### config.mk
export PLATFORM = sky130hd
export DESIGN_NAME = i2c_frame_capture
export DESIGN_NICKNAME = d
export VERILOG_FILES = /design/src/rtl/i2c_frame_capture.sv
export SDC_FILE = /design/constraint.sdc
export NUM_CORES = 1
export LEC_CHECK = 0
export CAP_MARGIN = 10
export CORE_MARGIN = 1.5
export CORE_UTILIZATION = 53
export CTS_CLUSTER_SIZE = 24
export DETAILED_ROUTE_END_ITERATION = 6
export PLACE_DENSITY = 0.81
export SLEW_MARGIN = 20
export SYNTH_ARGS = -nofsm -noshare
export SYNTH_HDL_FRONTEND = slang
export SYNTH_SLANG_ARGS = --single-unit
### constraint.sdc
create_clock -name i_clk -period 2.8 [get_ports i_clk]
set_input_delay 0.28 -clock i_clk [delete_from_list [all_inputs] [get_ports i_clk]]
set_output_delay 0.28 -clock i_clk [all_outputs]
set_load 0.02 [all_outputs]
### src/rtl/i2c_frame_capture.sv
// rtl/i2c_frame_capture.sv - passive I2C capture of address and first data byte into one 16-bit frame
module i2c_frame_capture #(
  parameter int SYNC_STAGES = 2
) (
  input  logic        i_clk,
  input  logic        i_rst_n,
  input  logic        i_scl,
  input  logic        i_sda,
  output logic [15:0] o_data,
  output logic [1:0]  o_ack,
  output logic        o_valid,
  output logic        o_nack,
  output logic        o_err,
  output logic        o_busy
);

  typedef enum logic [2:0] {
    IDLE,
    BYTE0,
    ACK0,
    BYTE1,
    ACK1,
    WAIT_STOP
  } state_t;

  logic [SYNC_STAGES-1:0] r_scl_sync;
  logic [SYNC_STAGES-1:0] r_sda_sync;
  logic                   r_scl_d;
  logic                   r_sda_d;
  logic                   w_scl_s;
  logic                   w_sda_s;
  logic                   w_rise;
  logic                   w_start;
  logic                   w_stop;

  logic                   r_rise;
  logic                   r_start;
  logic                   r_stop;
  logic                   r_sda_q;

  state_t                 r_state;
  logic [2:0]             r_bcnt;
  logic [15:0]            r_shift;
  logic                   r_ack0;
  logic [15:0]            r_data;
  logic [1:0]             r_ack;
  logic                   r_valid;
  logic                   r_nack;
  logic                   r_err;
  logic                   r_busy;
  logic                   w_in_frame;

  assign w_scl_s = r_scl_sync[SYNC_STAGES-1];
  assign w_sda_s = r_sda_sync[SYNC_STAGES-1];

  // Bus conditions only count when SCL is stable high across both samples.
  assign w_rise  = w_scl_s & ~r_scl_d;
  assign w_start = w_scl_s & r_scl_d & r_sda_d & ~w_sda_s;
  assign w_stop  = w_scl_s & r_scl_d & ~r_sda_d & w_sda_s;

  always_ff @(posedge i_clk or negedge i_rst_n) begin
    if (!i_rst_n) begin
      r_scl_sync <= '1;
      r_sda_sync <= '1;
      r_scl_d    <= 1'b1;
      r_sda_d    <= 1'b1;
    end else begin
      r_scl_sync <= {r_scl_sync[SYNC_STAGES-2:0], i_scl};
      r_sda_sync <= {r_sda_sync[SYNC_STAGES-2:0], i_sda};
      r_scl_d    <= w_scl_s;
      r_sda_d    <= w_sda_s;
    end
  end

  // Event register stage gives the fixed SYNC_STAGES+2 raw-edge-to-output latency.
  always_ff @(posedge i_clk or negedge i_rst_n) begin
    if (!i_rst_n) begin
      r_rise  <= 1'b0;
      r_start <= 1'b0;
      r_stop  <= 1'b0;
      r_sda_q <= 1'b1;
    end else begin
      r_rise  <= w_rise;
      r_start <= w_start;
      r_stop  <= w_stop;
      r_sda_q <= w_sda_s;
    end
  end

  assign w_in_frame = (r_state == BYTE0) || (r_state == ACK0) ||
                      (r_state == BYTE1) || (r_state == ACK1);

  always_ff @(posedge i_clk or negedge i_rst_n) begin
    if (!i_rst_n) begin
      r_state <= IDLE;
      r_bcnt  <= 3'd0;
      r_shift <= 16'd0;
      r_ack0  <= 1'b0;
      r_data  <= 16'd0;
      r_ack   <= 2'd0;
      r_valid <= 1'b0;
      r_nack  <= 1'b0;
      r_err   <= 1'b0;
      r_busy  <= 1'b0;
    end else begin
      r_valid <= 1'b0;
      r_nack  <= 1'b0;
      r_err   <= 1'b0;
      if (r_stop) begin
        r_state <= IDLE;
        r_busy  <= 1'b0;
        r_err   <= w_in_frame;
      end else if (r_start) begin
        r_state <= BYTE0;
        r_bcnt  <= 3'd0;
        r_shift <= 16'd0;
        r_busy  <= 1'b1;
        r_err   <= w_in_frame;
      end else if (r_rise) begin
        case (r_state)
          BYTE0, BYTE1: begin
            r_shift <= {r_shift[14:0], r_sda_q};
            if (r_bcnt == 3'd7) begin
              r_state <= (r_state == BYTE0) ? ACK0 : ACK1;
            end else begin
              r_bcnt <= r_bcnt + 3'd1;
            end
          end
          ACK0: begin
            r_ack0 <= r_sda_q;
            if (r_sda_q) begin
              r_nack  <= 1'b1;
              r_state <= WAIT_STOP;
            end else begin
              r_state <= BYTE1;
              r_bcnt  <= 3'd0;
            end
          end
          ACK1: begin
            r_data  <= r_shift;
            r_ack   <= {r_ack0, r_sda_q};
            r_valid <= 1'b1;
            r_state <= WAIT_STOP;
          end
          default: r_state <= r_state;
        endcase
      end
    end
  end

  assign o_data  = r_data;
  assign o_ack   = r_ack;
  assign o_valid = r_valid;
  assign o_nack  = r_nack;
  assign o_err   = r_err;
  assign o_busy  = r_busy;

endmodule

==> flow_summary.yaml, run 1 <==
route:
  drt_wl_total_um: 3620
  route.detailed.drc: 0
  drtAntennaViolNets: 0
  vias: 1293
  drtIter0Drc: 51
  routedWlPerCell_um: 15.9
  viasPerCell: 5.67
  dr.pass1.iters: 4
logic_synthesis:
  ys_seq_area_frac: 0.615
  ys_seq_elements: 54
  yosysTopAreaCell: "dfrtp_1"
  yosysUniqueCellTypes: 35
  syn_inst: 152
  synth_nets: 158
  synth-edff-count: 0
  yosysMostFrequentCell: "dfrtp_1"
  syn_area_um2: 2210
  synthTopCellsByCount: "48 x dfrtp_1, 16 x a22o_1, 10 x mux2_2"
  async_flop_share: 1.00
  yosys_warnings: 0
  synth.avg_cell_area_um2: 14.5
  synth_area_leaders: "dfrtp_1 54%, dfstp_2 7.1%, a22o_1 6.3%"
  synthFlopType: "dfrtp_1"
  synth_top_area_frac: 0.544
place:
  gp_congestion: 0.739
  post-place-ws_ps: 1040
  hpwl_um: 2410
  port_buffers: 25
  place_inst: 220
sta:
  fin_crit_sh: 0.633
  fin_tns_setup_ps: 0
  rsz0062_at_grt: "no"
  whs_ps: -37.1
  setup_slack_ps: 1030
  max_freq_ghz: 0.564
  slew_violations: 0
  clock_skew_ps: 6.91
  fin_crit_ps: 1770
  tightest_slew_ps: 654
  setup_violations: 0
  hold_viol_final: 48
  relSlewSlack: 0.564
setup_path:
  cp.required_ps: 3000
  cp-startpoint: "r_start$_DFF_PN0_"
  path_max_fanout: 19
  startpoint_type: "register"
  setup.worst_path.class: "reg2reg"
  cp.arrival_ps: 1970
  cp-end-kind: "register"
  r2r-start: "r_start$_DFF_PN0_"
run_status:
  outcome: "finished, violations left"
  violations: "negative hold slack"
final_layout:
  area_growth_syn_to_layout_pct: 14.7
  drive_gt1_frac: 0.253
  antennaDiodeCount: 0
  fin_nets: 183
  fin_cells: 228
  multi_input_area_um2: 754
  fillers: 282
  regArea_um2: 1360
floorplan:
  core-area_um2: 4000
  rows: 23
  start_util: 0.552
  io_pins: 26
  die_area_um2: 4560
  die_y_um: 67.6
  die_x_um: 67.6
min_path:
  worst_hold_path_type: "in2async"
clock_tree:
  cts_max_path_buffers: 2
  cts_tree: "built"
  ctsResizeCount: 0
  clkTransAtPathRegs_ps: 90
  cts_root_buf: "clkbuf_8"
  ctsHoldBuffers: 0
  cts.sinks: 54
  cts-buffers-inserted: 5
  htreeDepth: 2
  clock_latency_ps: 310
  postCtsSetupRepairBufs: 0
pwr:
  p_leak_nw: 1.16
  irDropWorstVdd_mv: 0.418
  power.density_nw_per_um2: 521
grt:
  grt_first_pass_wirelength_um: 6070
  grt_pass1_vias: 1291
  antenna_found_initial: 0
  grt.overflow.total: 0
  grt_max_degree: 50
  grtUsageTotal: 0.183
flow_run:
  cap_violations: 0
## final timing paths
| kind | end | slack, ps | cells past startpoint |
|---|---|---|---|
| max in group asynchronous | r_sda_sync[1]$_DFF_PN1_ | 2230 | 2 |
| setup reg to reg | o_data[1]$_DFFE_PN0P_ | 1030 | 4 |
| hold / removal | o_valid$_DFF_PN0_ | -40 | 1 |
| setup / recovery | o_data[1]$_DFFE_PN0P_ | 1030 | 4 |
| hold reg to reg | r_sda_sync[1]$_DFF_PN1_ | 360 | 0 |
| min in group i_clk | r_sda_sync[1]$_DFF_PN1_ | 360 | 0 |
## flip-flops by register name, summed over array words and instances (netlist names), 2 cells and up
signal	cells
o_ack	2
r_state	3
r_sda_sync	2
o_data	16
r_scl_sync	2
r_bcnt	3
r_shift	16
## per-layer routing
layer	part of all wire	track usage	routed length, µm	vias up
met1	0.43	0.241	1570	658
li1	-	-	-	595
met4	0.020	0.0918	71	0
met3	0.047	0.0417	171	6
met5	0	0	0	-
met2	0.50	0.284	1810	34
## critical path, cell delays in order, from the launching register on
cell and delay [ps]:
dfrtp_1 520, nor3_4 250, and4b_1 210, buf_4 300
mux2_2 380
## power by group
part	total, W	switching, W	leakage [nW]	internal, W
registers	0.000814	0.0000159	0.719	0.000798
clock network	0.000425	0.000249	0.0441	0.000176
logic	0.0000810	0.0000466	0.399	0.0000344
total	0.00132	0.000312	1.16	0.00101
## per-stage QoR
| step | utilization | cell area, µm² | total power (W) | hold WS, ps |
|---|---|---|---|---|
| 2_1_floorplan | - | 2210 | 0.000875 | -15.6 |
| 3_3_place_gp | 0.610 | 2440 | 0.000905 | 346 |
| 3_5_place_dp | 0.610 | 2440 | 0.000911 | 348 |
| 4_1_cts | 0.632 | 2530 | 0.00133 | 176 |
| 5_1_grt | 0.633 | 2530 | 0.00138 | 12.8 |
| 6_report | 0.633 | 2530 | 0.00132 | -37.1 |
## logic make-up (layout without fill, tap and decap cells)
family          after synthesis  after routing  share of synthesized area
xor+xnor                      1              1                    0.00397
compound gates               30             30                      0.107
fa+ha+maj                     2              2                     0.0113
flops                        54             54                      0.615
buf+inv                      10             36                     0.0431
mux                          19             19                      0.112
simple gates                 36             36                      0.108
## cell usage in the layout, fill, tap and decap left out, types with 3 or more instances in the layout
master	Yosys	final
mux2_2	10	10
dfrtp_1	48	48
a22o_1	16	16
mux2_4	9	9
nand3_1	8	8
buf_4	5	3
nor2b_1	3	3
nand2_1	3	3
dfstp_2	6	6
a21oi_1	3	3
clkdlybuf4s50_1	0	24
clkbuf_8	0	5
nor2_1	6	6
## area by class of cell
class	count	share of cell area
sequential	54	0.537
clock buffer	5	0.0272
inverter	1	0.00148
multi-input combinational	88	0.298
clock inverter	3	0.00840
timing repair buffer	27	0.104
tap	50	0.0247
(Power assumes the default switching activity.)
==> run 2, diff against run 1 <==
Clock period 2.8 ns to 1.8 ns, I/O delays scaled along.
==> run 2 against run 1 <==
- the run now ends clean
- register-to-register slack worse by 910 ps
- critical path depth shrank 1
- worst setup slack worse by 910 ps
- hold slack better by 290 ps
- clock skew about the same
- total power is 70% higher
- sequential share of layout area is 2.1 points lower
- first-iteration DRC count increased by 41%
- largest power group unchanged
- highest routed layer unchanged
==> flow_summary.yaml, run 2 (synthesized netlist as in run 1, its figures left out) <==
route:
  viasPerCell: 5.63
  drtAntennaViolNets: 0
  drtIter0Drc: 72
  vias: 1323
  routedWlPerCell_um: 16.2
  route.detailed.drc: 0
  drt_wl_total_um: 3810
  dr.pass1.iters: 4
setup_path:
  cp-startpoint: "r_state[2]$_DFFE_PN0P_"
  path_cells: "and3b_1, o21bai_2, a22o_1"
  path_max_fanout: 16
  cp.arrival_ps: 1930
  crit_buf_inv: 0
  critPathSlowestCell: "dfrtp_1"
  cp-end-kind: "register"
  startpoint_type: "register"
  setup.worst_path.class: "reg2reg"
  crit_family: "compound AO/OA/AOI/OAI gates"
  cp.required_ps: 2050
  r2r-start: "r_state[2]$_DFFE_PN0P_"
  slowest_delay_ps: 560
pwr:
  p_leak_nw: 1.22
  irDropWorstVdd_mv: 0.602
  power.density_nw_per_um2: 852
sta:
  setup_violations: 0
  setup_slack_ps: 119
  max_freq_ghz: 0.595
  clock_skew_ps: 7.31
  tightest_slew_ps: 626
  slew_violations: 0
  fin_crit_ps: 1680
  fin_tns_setup_ps: 0
  fin_crit_sh: 0.934
  hold_viol_final: 0
  relSlewSlack: 0.582
  rsz0062_at_grt: "no"
floorplan:
  die_x_um: 67.6
  start_util: 0.552
  rows: 23
  io_pins: 26
  die_area_um2: 4560
  core-area_um2: 4000
  die_y_um: 67.6
final_layout:
  fin_cells: 235
  fin_nets: 190
  drive_gt1_frac: 0.276
  fillers: 276
  antennaDiodeCount: 0
  stdcell_area_um2: 2640
  regArea_um2: 1360
  area_growth_syn_to_layout_pct: 19.4
  multi_input_area_um2: 754
  mostFrequentLayoutCells: "48 x dfrtp_1, 24 x clkdlybuf4s50_1, 16 x a22o_1"
  final_common_cell: "dfrtp_1"
place:
  place_inst: 226
  gp_congestion: 0.727
  post-place-ws_ps: 147
  port_buffers: 25
  hpwl_um: 2640
  placed_area_um2: 2510
flow_run:
  cap_violations: 0
grt:
  grt_max_degree: 30
  grt_pass1_vias: 1322
  grtUsageTotal: 0.193
  antenna_found_initial: 0
  grt.overflow.total: 0
  grt_first_pass_wirelength_um: 6380
clock_tree:
  cts_root_buf: "clkbuf_8"
  clock_latency_ps: 310
  cts_max_path_buffers: 2
  clkTransAtPathRegs_ps: 100
  htreeDepth: 2
  cts.sinks: 54
  cts_tree: "built"
  cts-buffers-inserted: 5
min_path:
  worst_hold_path_type: "in2async"
run_status:
  outcome: "finished clean"
[run 2: changes by cell type in the layout (fill, tap and decap cells not counted), sizes merged]
cell / change
dlygate4sd3: +1
buf: +6
inv: +1
bufinv: +1
clkinv: -2
[run 2: area by class of cell]
class                      count  area share
inverter                       1     0.00142
tap                           50      0.0237
timing repair buffer          34       0.129
clock buffer                   5      0.0261
multi-input combinational     88       0.286
sequential                    54       0.515
clock inverter                 3      0.0185
[run 2: through the flow]
stage	utilization	power (W)	hold WS (ps)
detailed placement	0.627	0.00143	57.1
finish	0.659	0.00225	253
floorplan	-	0.00136	-116
global route	0.659	0.00233	255
CTS	0.659	0.00226	257
global placement	0.627	0.00142	56.4
[run 2: worst register-to-register path, delay by kind of cell, from the launching register on]
kind             cells  cell delay (ps)
AND/OR/NAND/NOR      1              280
flip-flops           1              560
AO/OA/AOI/OAI        2              770
[run 2: final timing paths]
check | end | slack [ps] | cells after the start
min in group i_clk | r_scl_sync[0]$_DFF_PN1_ | 270 | 1
setup reg to reg | r_shift[12]$_DFFE_PN0P_ | 120 | 3
hold reg to reg | r_scl_sync[1]$_DFF_PN1_ | 360 | 0
setup / recovery | r_shift[12]$_DFFE_PN0P_ | 120 | 3
max in group asynchronous | r_sda_q$_DFF_PN1_ | 990 | 3
hold / removal | r_state[2]$_DFFE_PN0P_ | 250 | 2
[run 2: power by group]
group	switching, W	internal (W)	leakage [nW]
sequential	0.0000216	0.00124	0.719
combinational	0.0000811	0.0000615	0.441
clock	0.000418	0.000424	0.0563
total	0.000521	0.00173	1.22
[run 2: timing repair]
item	4_1_cts	5_1_grt
hold buffers	1	0
gates resized for setup	0	0
setup endpoints to repair	0	0
setup buffers	0	0
endpoints found under the hold margin	37	0
[run 2: per-layer routing]
layer | vias up | share of wire | GRT usage
met5 | - | 0 | 0
met4 | 0 | 0.016 | 0.0740
met3 | 8 | 0.041 | 0.0517
met2 | 32 | 0.52 | 0.304
met1 | 669 | 0.43 | 0.255
li1 | 614 | - | -
